File: config.mk
export PLATFORM = sky130hd
export DESIGN_NAME = bist_scan_controller
export DESIGN_NICKNAME = d
export VERILOG_FILES = /design/src/rtl/bist_scan_controller.sv
export SDC_FILE = /design/constraint.sdc
export NUM_CORES = 1
export LEC_CHECK = 0
export CAP_MARGIN = 20
export CORE_MARGIN = 1.5
export CORE_UTILIZATION = 45
export DETAILED_ROUTE_END_ITERATION = 10
export PLACE_DENSITY = 0.72
export SYNTH_ARGS = -nofsm -noshare
export SYNTH_HDL_FRONTEND = slang
export SYNTH_SLANG_ARGS = --single-unit
File: constraint.sdc
create_clock -name CLK -period 1.8 [get_ports CLK]
set_input_delay 0.27 -clock CLK [delete_from_list [all_inputs] [get_ports CLK]]
set_output_delay 0.27 -clock CLK [all_outputs]
set_load 0.005 [all_outputs]
File: src/rtl/bist_scan_controller.sv
// bist_scan_controller
// Sequences a scan-based BIST session for the TRCUTwithLSFR circuit under test.
// One START pulse runs the session: load the LFSR seed, then NUM_PATTERNS
// rounds of CHAIN_LEN shift cycles each followed by one capture cycle, then a
// final CHAIN_LEN-cycle unload. The scan-out stream is compacted into a serial
// MISR and compared against a golden signature.
//
// Optional build macro BIST_GOLDEN_PORT_EN: adds input GOLDEN_IN. Its value is
// latched when START is accepted, and PASS compares against that latched value
// instead of the GOLDEN parameter.
//
// Control handshake: START is a one-cycle request that is honoured only in
// IDLE or DONE and ignored while BUSY=1. DONE then acts as the completion
// flag and stays high, with PASS valid, until the next accepted START or an
// ABORT. ABORT is a level that wins over START in the same cycle.
module bist_scan_controller #(
  parameter int                CHAIN_LEN    = 60,
  parameter int                NUM_PATTERNS = 4,
  parameter int                MISR_W       = 16,
  parameter logic [MISR_W-1:0] POLY         = 16'h1021,
  parameter logic [MISR_W-1:0] GOLDEN       = 16'h0000
) (
  input  logic              CLK,
  input  logic              RSTn,
  input  logic              START,
  input  logic              ABORT,
  input  logic              SO,
  output logic              SE,
  output logic              LFSR_LOAD,
  output logic              LFSR_EN,
  output logic              BUSY,
  output logic              DONE,
  output logic              PASS,
  output logic [MISR_W-1:0] SIGNATURE
`ifdef BIST_GOLDEN_PORT_EN
  ,
  input  logic [MISR_W-1:0] GOLDEN_IN
`endif
);

  localparam int SC_W = (CHAIN_LEN > 1) ? $clog2(CHAIN_LEN) : 1;
  localparam int PC_W = (NUM_PATTERNS > 1) ? $clog2(NUM_PATTERNS + 1) : 1;
  localparam logic [SC_W-1:0] SHIFT_LAST = SC_W'(CHAIN_LEN - 1);
  localparam logic [PC_W-1:0] PAT_LAST   = PC_W'(NUM_PATTERNS - 1);

  typedef enum logic [2:0] {
    S_IDLE    = 3'd0,
    S_INIT    = 3'd1,
    S_SHIFT   = 3'd2,
    S_CAPTURE = 3'd3,
    S_UNLOAD  = 3'd4,
    S_DONE    = 3'd5
  } state_t;

  // FSM state register; kept as a named enum so checkers can bind to it.
  state_t            state;
  logic [SC_W-1:0]   shift_cnt;
  logic [PC_W-1:0]   pat_cnt;
  logic [MISR_W-1:0] misr;
  logic [MISR_W-1:0] misr_step;
  logic [MISR_W-1:0] golden_ref;

  assign SIGNATURE = misr;

`ifdef BIST_GOLDEN_PORT_EN
  logic [MISR_W-1:0] golden_q;

  // Latch the externally supplied golden signature when a session is accepted.
  always_ff @(posedge CLK or negedge RSTn) begin
    if (!RSTn) begin
      golden_q <= '0;
    end else if (!ABORT && START && (state == S_IDLE || state == S_DONE)) begin
      golden_q <= GOLDEN_IN;
    end
  end

  assign golden_ref = golden_q;
`else
  assign golden_ref = GOLDEN;
`endif

  // One serial MISR step: shift left, fold in the polynomial on MSB-out, XOR SO into bit 0.
  always_comb begin
    misr_step = {misr[MISR_W-2:0], 1'b0}
              ^ (misr[MISR_W-1] ? POLY : '0)
              ^ {{(MISR_W-1){1'b0}}, SO};
  end

  // Session sequencer; every output is set for the state being entered.
  always_ff @(posedge CLK or negedge RSTn) begin
    if (!RSTn) begin
      state     <= S_IDLE;
      shift_cnt <= '0;
      pat_cnt   <= '0;
      misr      <= '0;
      SE        <= 1'b1;
      LFSR_LOAD <= 1'b0;
      LFSR_EN   <= 1'b0;
      BUSY      <= 1'b0;
      DONE      <= 1'b0;
      PASS      <= 1'b0;
    end else begin
      LFSR_LOAD <= 1'b0;
      if (ABORT) begin
        // Signature is kept so a debugger can inspect the partial result.
        state     <= S_IDLE;
        shift_cnt <= '0;
        pat_cnt   <= '0;
        SE        <= 1'b1;
        LFSR_EN   <= 1'b0;
        BUSY      <= 1'b0;
        DONE      <= 1'b0;
        PASS      <= 1'b0;
      end else begin
        case (state)
          S_IDLE, S_DONE: begin
            if (START) begin
              state     <= S_INIT;
              shift_cnt <= '0;
              pat_cnt   <= '0;
              misr      <= '0;
              SE        <= 1'b1;
              LFSR_LOAD <= 1'b1;
              LFSR_EN   <= 1'b0;
              BUSY      <= 1'b1;
              DONE      <= 1'b0;
              PASS      <= 1'b0;
            end
          end
          S_INIT: begin
            state   <= S_SHIFT;
            SE      <= 1'b1;
            LFSR_EN <= 1'b1;
          end
          S_SHIFT: begin
            // Pattern 0 shifts in over an unknown chain, so nothing is compacted.
            if (pat_cnt != '0) begin
              misr <= misr_step;
            end
            if (shift_cnt == SHIFT_LAST) begin
              state     <= S_CAPTURE;
              shift_cnt <= '0;
              SE        <= 1'b0;
              LFSR_EN   <= 1'b0;
            end else begin
              shift_cnt <= shift_cnt + 1'b1;
            end
          end
          S_CAPTURE: begin
            pat_cnt <= pat_cnt + 1'b1;
            SE      <= 1'b1;
            if (pat_cnt == PAT_LAST) begin
              state   <= S_UNLOAD;
              LFSR_EN <= 1'b0;
            end else begin
              state   <= S_SHIFT;
              LFSR_EN <= 1'b1;
            end
          end
          S_UNLOAD: begin
            misr <= misr_step;
            if (shift_cnt == SHIFT_LAST) begin
              // Compare the value the MISR takes on this same edge.
              state     <= S_DONE;
              shift_cnt <= '0;
              BUSY      <= 1'b0;
              DONE      <= 1'b1;
              PASS      <= (misr_step == golden_ref);
            end else begin
              shift_cnt <= shift_cnt + 1'b1;
            end
          end
          default: begin
            state   <= S_IDLE;
            SE      <= 1'b1;
            LFSR_EN <= 1'b0;
            BUSY    <= 1'b0;
            DONE    <= 1'b0;
            PASS    <= 1'b0;
          end
        endcase
      end
    end
  end

endmodule

* Word level (Yosys, flattened, before mapping)
Index checks and enable logic that the tools add are counted.
** Word-level totals
- Register bits after elaboration :: 34
- Logic and storage cells :: 80
- Output and inout bits :: 22
- Input port bits :: 5
** Cells by class
- Add/subtract/negate cells :: 2
- Reduce and logical (&&, ||, !) cells :: 15
- Bitwise logic cells :: 3
- Equality and inequality tests :: 14
- Multiplexer cells :: 36
** Operator list (count)
- case mux 16 bit (3 select lines) :: 1
- two-way mux 16 bit :: 2
- two-way mux 3 bit :: 7
- two-way mux 6 bit :: 3
- logical NOT 16 bit :: 1
- bitwise XOR 16 x 1 -> 16 bit :: 1
- bitwise XOR 16 x 13 -> 16 bit :: 1
- case mux 3 bit (5 select lines) :: 1
- two-way mux 1 bit :: 14
- two-way mux 13 bit :: 1
- case mux 1 bit (3 select lines) :: 4
- case mux 6 bit (2 select lines) :: 1
- nonzero test 3 bit :: 4
- == test 3 x 2 -> 1 bit (second input constant) :: 3
- != test 3 bit (second input constant) :: 3
- AND reduction 3 bit :: 3
- adder 6 x 1 -> 6 bit (second input constant) :: 1
- == test 3 bit (second input constant) :: 2
- == test 6 bit (second input constant) :: 1
- != test 2 bit (second input constant) :: 3
- case mux 3 bit (2 select lines) :: 1
- case mux 1 bit (5 select lines) :: 1
- AND reduction 2 bit :: 2
- AND reduction 4 bit :: 1
- other kinds (7) :: 8

* Logic depth before layout (Yosys ltp)
- Depth after elaboration :: 7
- Depth in mapped cells :: 8
- Gate-level depth less buffers :: 6

* Worst setup path after synthesis
Ideal clock, no wire load.
- Path kind :: reg-to-reg
- From :: register misr[15] (netlist: SIGNATURE[15])
- To :: register PASS
- Data arrival time :: 1.603 ns
- Library setup time :: 0.079 ns
- Data required time :: 1.721 ns
- Buffers on the path :: 1
- Cell stages (with the launch flop) :: 6
- Clock period less this slack :: 1.682 ns
- Slack :: 0.118 ns
- Cell sequence :: dfrtp_1 buf_6 or4_4 a2111oi_4 nand4_1 mux2i_1
** On the way
- Word-level cells in the longest chain between the ends :: 7
** Ends and longest elaborated chain
- start: declaration :: RTL line 59 : logic [MISR_W-1:0] misr;
- start signal: assignment :: RTL line 138 : misr <= misr_step;
- start signal: assignment :: RTL line 161 : misr <= misr_step;
- two-way mux 13 bit :: RTL line 85 : ^ (misr[MISR_W-1] ? POLY : '0)
- bitwise XOR 16 x 13 -> 16 bit :: RTL line 85
- bitwise XOR 16 x 1 -> 16 bit :: RTL line 86 : ^ {{(MISR_W-1){1'b0}}, SO};
- logical NOT 16 bit :: RTL line 168 : PASS <= (misr_step == golden_ref);
- two-way mux 1 bit :: RTL line 162 : if (shift_cnt == SHIFT_LAST) begin
- case mux 1 bit (3 select lines) :: RTL line 115 : case (state)
- two-way mux 1 bit :: RTL line 104 : if (ABORT) begin
- end signal: assignment :: RTL line 168
- end: declaration :: RTL line 33 : output logic PASS,
Every way passes these cells. The select of a mux whose other input is x is not followed.
A chain may end at the register's enable or synchronous reset.

* Worst setup path after layout
- From :: register state[0]
- To :: register DONE
** On the way
- Word-level cells in the longest chain between the ends :: 4
- Elaborated cells on any way between the ends :: 14
- Those cells by class :: 8 x eq/ne; 2 x mux; 4 x reduce/logical
** Ends and longest elaborated chain
- start: declaration :: RTL line 56 : state_t state;
- start signal: assignment :: RTL line 92 : state <= S_IDLE;
- start signal: assignment :: RTL line 106 : state <= S_IDLE;
- start signal: assignment :: RTL line 118 : state <= S_INIT;
- == test 3 x 2 -> 1 bit (tied with other cells) :: RTL line 115
- OR reduction 3 bit (no source line) / OR reduction 2 bit (equally long branches)
- case mux 1 bit (3 select lines) (tied with other cells) :: RTL line 115
- two-way mux 1 bit / AND reduction 3 bit (equally long branches)
- end signal: assignment :: RTL line 100 : DONE <= 1'b0;
- end signal: assignment :: RTL line 112 : DONE <= 1'b0;
- end signal: assignment :: RTL line 126 : DONE <= 1'b0;
- end: declaration :: RTL line 32 : output logic DONE,
Parallel ways exist; a longest one is shown, timed or not.

==> out/qor.csv <==
metric;value;unit
status;complete, no violations;
wirelength;4.08;mm
via_count;1455;
clkPwrFrac;38.5;%
critPathCaptureType;flop;
clock-root-buffer;clkbuf_8;
grt_pass1_wl;6.72;mm
hold_ws;386;ps
maxCapViolations;0;
antenna_cells;0;
crit_fanout;11;
grt.overflow.total;0;
synthTopCellsByArea;dfrtp_1 47%, a32o_1 9.7%, a21oi_1 3.4%;
setup_slack;61.0;ps
die-width;65.6;µm
seqPwrFrac;51.1;%
synth_top_area_share;46.9;%
core;0.00372;mm²
synth_edf_count;0;
ant_nets;0;
p_switching;0.385;mW
drt-vias-per-instance;5.73;
tightestPinTransition;560;ps
area_delta_synth_final;28.8;%
place_congestion;0.854;
yosysUniqueCellTypes;45;
min_path_type;in -> async;
firstDrtPassIters;4;
antenna_found_initial;0;
clk_path_buf_depth;2;
syn_area;0.00176;mm²
seq_area_frac_synth;48.4;%
p_sw_share;25.0;%
ys_warn_count;0;
numCtsBuffers;5;
fill_cells;309;
clk_latency;290;ps
syn_nets;174;
seqCellArea;852;µm²
grt_max_degree;35;
drive_gt1_share;18.0;%
drc;0;
finalCriticalPeriod;1740;ps
required;1980;ps
max_slew_margin;62.6;%
start_util;47.4;%
mostFrequentLayoutCells;33 x dfrtp_1, 26 x clkdlybuf4s50_1, 19 x buf_4;
hold_viol;0;
p_per_area;680;mW/mm²
cts_tree;done;
syn_avg_cell_area;10.7;µm²
worstPathArrival;1920;ps
wl_per_cell;16.1;µm
synthCells;165;
max_freq;575;MHz
pin_count;27;
multi_input_area;832;µm²
dp_slack;-193;ps
fin_nets;214;
grt_pass1_vias;1430;
leakagePower;1.04;nW
slew_viol_final;0;
ir_drop;0.485;mV
finalSetupViolations;0;
synthArstFlopShare;100;%
clock_skew;5.68;ps
fin_util;61.0;%
drtIter0Drc;89;
die_h;65.6;µm
combPwrFrac;10.4;%
synth_ff_type;dfrtp_1;
start_kind;flop;
finalCritPeriodShare;96.6;%
final_common_cell;dfrtp_1;
ys_ff_latch;34;
path_clk_slew;70;ps
port_buffers;26;
dieArea;0.00430;mm²
p_int;1.16;mW
worstSetupPathType;reg -> reg;
rows;22;
clock-sinks;34;
cts-htree-levels;2;
dp_hpwl;2.83;mm
grtUsageTotal;20.7;%
yosysTopAreaCell;dfrtp_1;
-- final timing paths --
path	to	slack [ps]	cells after the start	startpoint
min in group CLK	PASS$_DFFE_PN0P_	530	2	PASS$_DFFE_PN0P_
hold reg to reg	PASS$_DFFE_PN0P_	530	2	PASS$_DFFE_PN0P_
hold / removal	SIGNATURE[9]$_DFFE_PN0P_	390	2	RSTn
setup reg to reg	DONE$_DFFE_PN0P_	60	5	state[0]$_DFFE_PN0P_
max in group asynchronous	SE$_DFFE_PN1P_	1080	2	RSTn
setup / recovery	DONE$_DFFE_PN0P_	60	5	state[0]$_DFFE_PN0P_
-- power groups by stage --
stage               clock, mW  combinational [mW]  sequential [mW]
CTS                     0.608               0.148            0.787
floorplan                   0              0.0863            0.795
detailed placement          0               0.147            0.802
global placement            0               0.144            0.802
global route            0.643               0.176            0.789
finish                  0.594               0.160            0.788
-- flip-flops by register name (all words and copies together) (netlist names) --
signal and cells:
SIGNATURE 16, BUSY 1, SE 1, state 3, shift_cnt 6, LFSR_EN 1, DONE 1, pat_cnt 3
LFSR_LOAD 1, PASS 1
-- layer usage --
metal / GRT usage, % / share of wire (%)
met5: 0 / 0
met2: 32.9 / 51
met1: 26.8 / 43
met3: 4.97 / 4.2
met4: 8.85 / 1.5
-- cell type report --
cell class,instances,share of cell area (%)
Sequential cell,34,37.6
Clock inverter,2,0.552
Clock buffer,6,3.64
Timing Repair Buffer,45,17.8
Inverter,7,1.16
Tap cell,48,2.65
Multi-Input combinational cell,112,36.7
-- Yosys cell counts (all sizes together), types with 2 or more instances --
master and instances:
nor3 3, o21ai 4, buf 8, a21o 6
nand3 3, nand2b 8, a22o 2, nor2 10
xor2 4, dfrtp 33, a211o 2, nor2b 3
or4 2, inv 7, mux2 2, or3 2
nand4 3, a32o 17, nand2 8, ha 4
clkbuf 4, a21oi 12
-- through the flow --
step	power, mW	instance area, µm²	instances	setup TNS (ps)
after floorplan	0.881	1760	165	0
after global placement	0.945	2130	243	-2940
after detailed placement	0.948	2130	243	-3580
after CTS	1.54	2220	251	0
after global routing	1.61	2270	254	-32.2
final	1.54	2270	254	0
-- critical path, cell delays in order, from the launching register on --
cell and delay, ps:
dfrtp_1 490, buf_4 210, a21o_1 180, a221oi_2 340
o21ai_4 110, mux2_2 290
-- cell families after synthesis --
| logic type | after synthesis | share of synthesized area [%] |
|---|---|---|
| AND/OR/NAND/NOR | 50 | 15.8 |
| buffers and inverters | 19 | 5.68 |
| multiplexers | 3 | 1.85 |
| adder cells (fa/ha/maj) | 4 | 2.84 |
| XOR/XNOR | 4 | 1.99 |
| flip-flops | 34 | 48.4 |
| AO/OA/AOI/OAI | 51 | 23.4 |
-- timing repair --
| item | CTS | global route |
|---|---|---|
| resized for setup | 0 | 5 |
| buffers inserted | 0 | 3 |
| setup endpoints to repair | 0 | 20 |
| endpoints found under the hold margin | 0 | 0 |
| hold buffers | 0 | 0 |
Note: power is estimated with default switching activity, not from simulation.
